$ cat src/rtl/tdm_demux_1x8.sv
// Receive side of the 8:1 TDM link: tracks the slot counter, steers each
// accepted word into its lane and publishes whole frames with a valid pulse.
module tdm_demux_1x8 #(
   parameter int WIDTH = 1
) (
   input  logic               clk,
   input  logic               rst,
   input  logic               din_valid,
   input  logic [WIDTH-1:0]   din,
   input  logic               sof,
   output logic [8*WIDTH-1:0] out,
   output logic               frame_valid,
   output logic               sync_err,
   output logic [2:0]         slot,
   output logic               locked
);

   typedef enum logic {HUNT, RUN} state_t;

   state_t                 state, state_n;
   logic [2:0]             slot_n;
   logic [2:0]             wr_idx;
   logic                   wr;
   logic                   fire;
   logic                   resync;
   // Lane 7 is never stored: its word goes straight to out with the frame.
   logic [6:0][WIDTH-1:0]  shadow;

   always_comb begin
      state_n = state;
      slot_n  = slot;
      wr      = 1'b0;
      wr_idx  = slot;
      fire    = 1'b0;
      resync  = 1'b0;
      case (state)
         HUNT: begin
            if (din_valid && sof) begin
               state_n = RUN;
               wr      = 1'b1;
               wr_idx  = 3'd0;
               slot_n  = 3'd1;
            end
         end
         RUN: begin
            if (din_valid) begin
               if (sof && slot != 3'd0) begin
                  resync = 1'b1;
                  wr     = 1'b1;
                  wr_idx = 3'd0;
                  slot_n = 3'd1;
               end else begin
                  wr     = 1'b1;
                  slot_n = slot + 3'd1;
                  fire   = (slot == 3'd7);
               end
            end
         end
         default: state_n = HUNT;
      endcase
   end

   always_ff @(posedge clk) begin
      if (rst) begin
         state       <= HUNT;
         slot        <= 3'd0;
         locked      <= 1'b0;
         frame_valid <= 1'b0;
         sync_err    <= 1'b0;
         out         <= '0;
      end else begin
         state       <= state_n;
         slot        <= slot_n;
         locked      <= (state_n == RUN);
         frame_valid <= fire;
         sync_err    <= resync;
         if (fire)
            out <= {din, shadow};
      end
   end

   always_ff @(posedge clk) begin
      for (int i = 0; i < 7; i++) begin
         if (rst)
            shadow[i] <= '0;
         else if (wr && wr_idx == 3'(i))
            shadow[i] <= din;
      end
   end

endmodule

$ cat config.mk
export PLATFORM = sky130hd
export DESIGN_NAME = tdm_demux_1x8
export DESIGN_NICKNAME = d
export VERILOG_FILES = /design/src/rtl/tdm_demux_1x8.sv
export SDC_FILE = /design/constraint.sdc
export NUM_CORES = 1
export LEC_CHECK = 0
export CAP_MARGIN = 20
export CORE_MARGIN = 1.5
export CORE_UTILIZATION = 30
export DETAILED_ROUTE_END_ITERATION = 7
export PLACE_DENSITY_LB_ADDON = 0.08
export RECOVER_POWER = 100
export SLEW_MARGIN = 20
export SYNTH_ARGS = -nofsm -noshare
export SYNTH_HDL_FRONTEND = slang
export SYNTH_SLANG_ARGS = --single-unit
$ cat constraint.sdc
create_clock -name clk -period 1.7 [get_ports clk]
set_clock_uncertainty 0.15 [all_clocks]
set_input_delay 0.34 -clock clk [delete_from_list [all_inputs] [get_ports clk]]
set_output_delay 0.34 -clock clk [all_outputs]
set_load 0.005 [all_outputs]
==> impl_metrics.py <==
metrics = {
    "clock_tree": {
        "h-tree-depth": 1,
        "tritoncts": "yes",
        "clk_pin_slew_worst_paths_ps": 120,
        "cts_made_buffers": 3,
        "clk_latency_ps": 310,
        "clockRootBuffer": "clkbuf_4",
        "clock_sinks": 21,
        "cts_buffer_depth": 2,
    },
    "min_path": {
        "hold_class": "register to register",
    },
    "die": {
        "start_util": 0.3233,
        "coreArea_um2": 2829,
        "dieArea_um2": 3389,
        "num_rows": 19,
        "die-height_um": 58.22,
        "io_pins": 19,
        "die_w_um": 58.22,
    },
    "timing": {
        "rsz0062_at_grt": "no",
        "finalSetupViolCount": 0,
        "drv_slew": 0,
        "worst_slew_pin_slew_ps": 398.1,
        "final.setup.tns_ps": 0,
        "finalWorstPathRequiredPeriod_ps": 1646,
        "post-route-period-util": 0.9684,
        "hold_violations": 0,
        "setup_ws_ps": 53.70,
        "slew_headroom": 0.7308,
        "fmax_ghz": 0.6074,
    },
    "logic_synthesis": {
        "ys_warn_count": 0,
        "synth_fa_ha_area_frac": 0.04104,
        "synthTopCellsByArea": "dfxtp_1, mux2i_1, nor2_1",
        "synth_seq_cells": 21,
        "synth_xor_area_frac": 0,
        "syn-cell-area_um2": 914.6,
        "synth_common_cells": "dfxtp_1, nor2_1, mux2i_1",
        "yosysTopAreaCellShare": 0.4596,
        "synth-main-ff-cell": "dfxtp_1",
        "yosysUniqueCellTypes": 25,
        "synth_area_leader_cell": "dfxtp_1",
        "synth-async-reset-ratio": 0,
        "synth_nets": 103,
        "synth-edff-count": 0,
        "synth_compound_area_frac": 0.08345,
        "ys_seq_area_frac": 0.4596,
        "synth_top_family_by_area": "simple AND/OR/NAND/NOR gates",
        "synthSimpleGateAreaFrac": 0.2038,
        "yosys.cell_count.top_type": "dfxtp_1",
        "muxShareOfSynthArea": 0.1655,
        "synth.avg_cell_area_um2": 9.628,
        "syn_inst": 95,
    },
    "global_route": {
        "grt-ovfl-total": 0,
        "grt_pass1_vias": 703,
        "grt_max_degree": 13,
        "antenna_found_initial": 0,
        "grt_pass1_wl_um": 3415,
        "track_usage": 0.1364,
    },
    "setup_path": {
        "crit_path_top_delay_cell": "clkdlybuf4s50_1",
        "worstSetupPathType": "register to output port",
        "worstPathCellList": "clkdlybuf4s50_1",
        "cp_top_family": "buffers and inverters",
        "startpoint_type": "register",
        "max_stage_delay_ps": 490,
        "worstPathRequired_ps": 1210,
        "cp_num_buf_inv": 1,
        "critPathMaxFanout": 2,
        "worstPathArrival_ps": 1160,
        "critPathCaptureType": "output port",
    },
    "detailed_routing": {
        "drt_pass1_iterations": 6,
        "drc_errors": 1,
        "wirelength_um": 2082,
        "avgViaCountPerCell": 4.888,
        "antenna_left": 0,
        "drt_iter0_drc": 34,
        "wl_per_cell_um": 13.01,
        "vias": 782,
    },
    "placement": {
        "place.gp.congestion": 0.7831,
        "place_ws_ps": -253.4,
        "placed_cell_area_um2": 1211,
        "post-dp-hpwl_um": 1460,
        "portBuffers": 18,
    },
    "layout": {
        "final_core_util": 0.4728,
        "drive_above_1_share": 0.3178,
        "n_antenna_cell": 0,
        "design_area_um2": 1338,
        "nNetsFinal": 138,
        "syn2layout_area_growth_pct": 46.24,
    },
    "pwr": {
        "p_leak_nw": 0.5088,
        "ir_drop_v": 0.0004427,
        "power_density_nw_per_um2": 642.8,
    },
    "run": {
        "maxCapViolCount": 0,
    },
    "status": {
        "violations": "DRC",
        "status": "complete, but fails checks",
    },
}
stage by stage:
step / hold slack, ps / power, W / cells
finish: 341.1 / 0.0008598 / 160
global route: 377.6 / 0.0009168 / 160
CTS: 350.2 / 0.0008630 / 159
detailed placement: 328.2 / 0.0006112 / 154
global placement: 322.4 / 0.0006105 / 154
floorplan: 301.4 / 0.0005583 / 95
state kept, by name, summed over array words and instances, names as in the netlist:
name,count
frame_valid,1
slot,3
out,8
shadow,7
state,1
sync_err,1
repair_timing:
item | in CTS | in global routing
resized for setup | 9 | 25
setup endpoints to repair | 6 | 18
pin swaps | 0 | 3
hold buffers | 0 | 0
setup buffers | 1 | 1
gates cloned | 0 | 0
placed cells by master, fill, tap and decap left out, types with 3 or more instances in the layout:
| master | Yosys | final |
|---|---|---|
| buf_4 | 1 | 14 |
| dfxtp_1 | 21 | 11 |
| clkbuf_4 | 0 | 3 |
| dfxtp_2 | 0 | 7 |
| clkdlybuf4s50_1 | 0 | 14 |
| mux2i_1 | 14 | 13 |
| nor2_1 | 18 | 18 |
| dlygate4sd2_1 | 0 | 3 |
| nand2b_1 | 6 | 5 |
| o21ai_0 | 3 | 3 |
| nor2b_1 | 4 | 4 |
| dfxtp_4 | 0 | 3 |
worst paths after layout:
| kind | endpoint | slack (ps) | cells after the start | startpoint |
|---|---|---|---|---|
| setup reg to reg | out[1] | 100 | 7 | slot[0] |
| hold / removal | out[0] | 340 | 2 | out[0] |
| setup / recovery | locked | 50 | 1 | state |
| hold reg to reg | out[0] | 340 | 2 | out[0] |
where the power goes:
group          leakage, nW  switching, W  internal [W]  total, W
registers            0.175    0.00000645      0.000496  0.000502
logic                0.316     0.0000555     0.0000574  0.000113
clock network       0.0177      0.000157     0.0000879  0.000245
total                0.509      0.000219      0.000641  0.000860
cells by family (layout without fill, tap and decap cells):
group,after synthesis,after routing
compound gates,11,11
fa+ha+maj,3,3
buf+inv,8,42
flops,21,21
mux,15,15
simple gates,37,37
final cells by class:
class                           instances  area, um2
Clock buffer                            3      22.52
Clock inverter                          1      5.005
Fill cell                             294       1491
Inverter                                4      17.52
Multi-Input combinational cell         66      513.0
Sequential cell                        21      440.4
Tap cell                               31      38.79
Timing Repair Buffer                   34      300.3
per-layer routing:
layer | GRT usage | wire (um) | share of wire
met2 | 0.1964 | 941 | 0.45
met3 | 0.02902 | 72 | 0.035
met4 | 0.06977 | 40 | 0.019
met5 | 0 | 0 | 0
met1 | 0.1909 | 1028 | 0.49
Power figures use the tool's default switching activity.
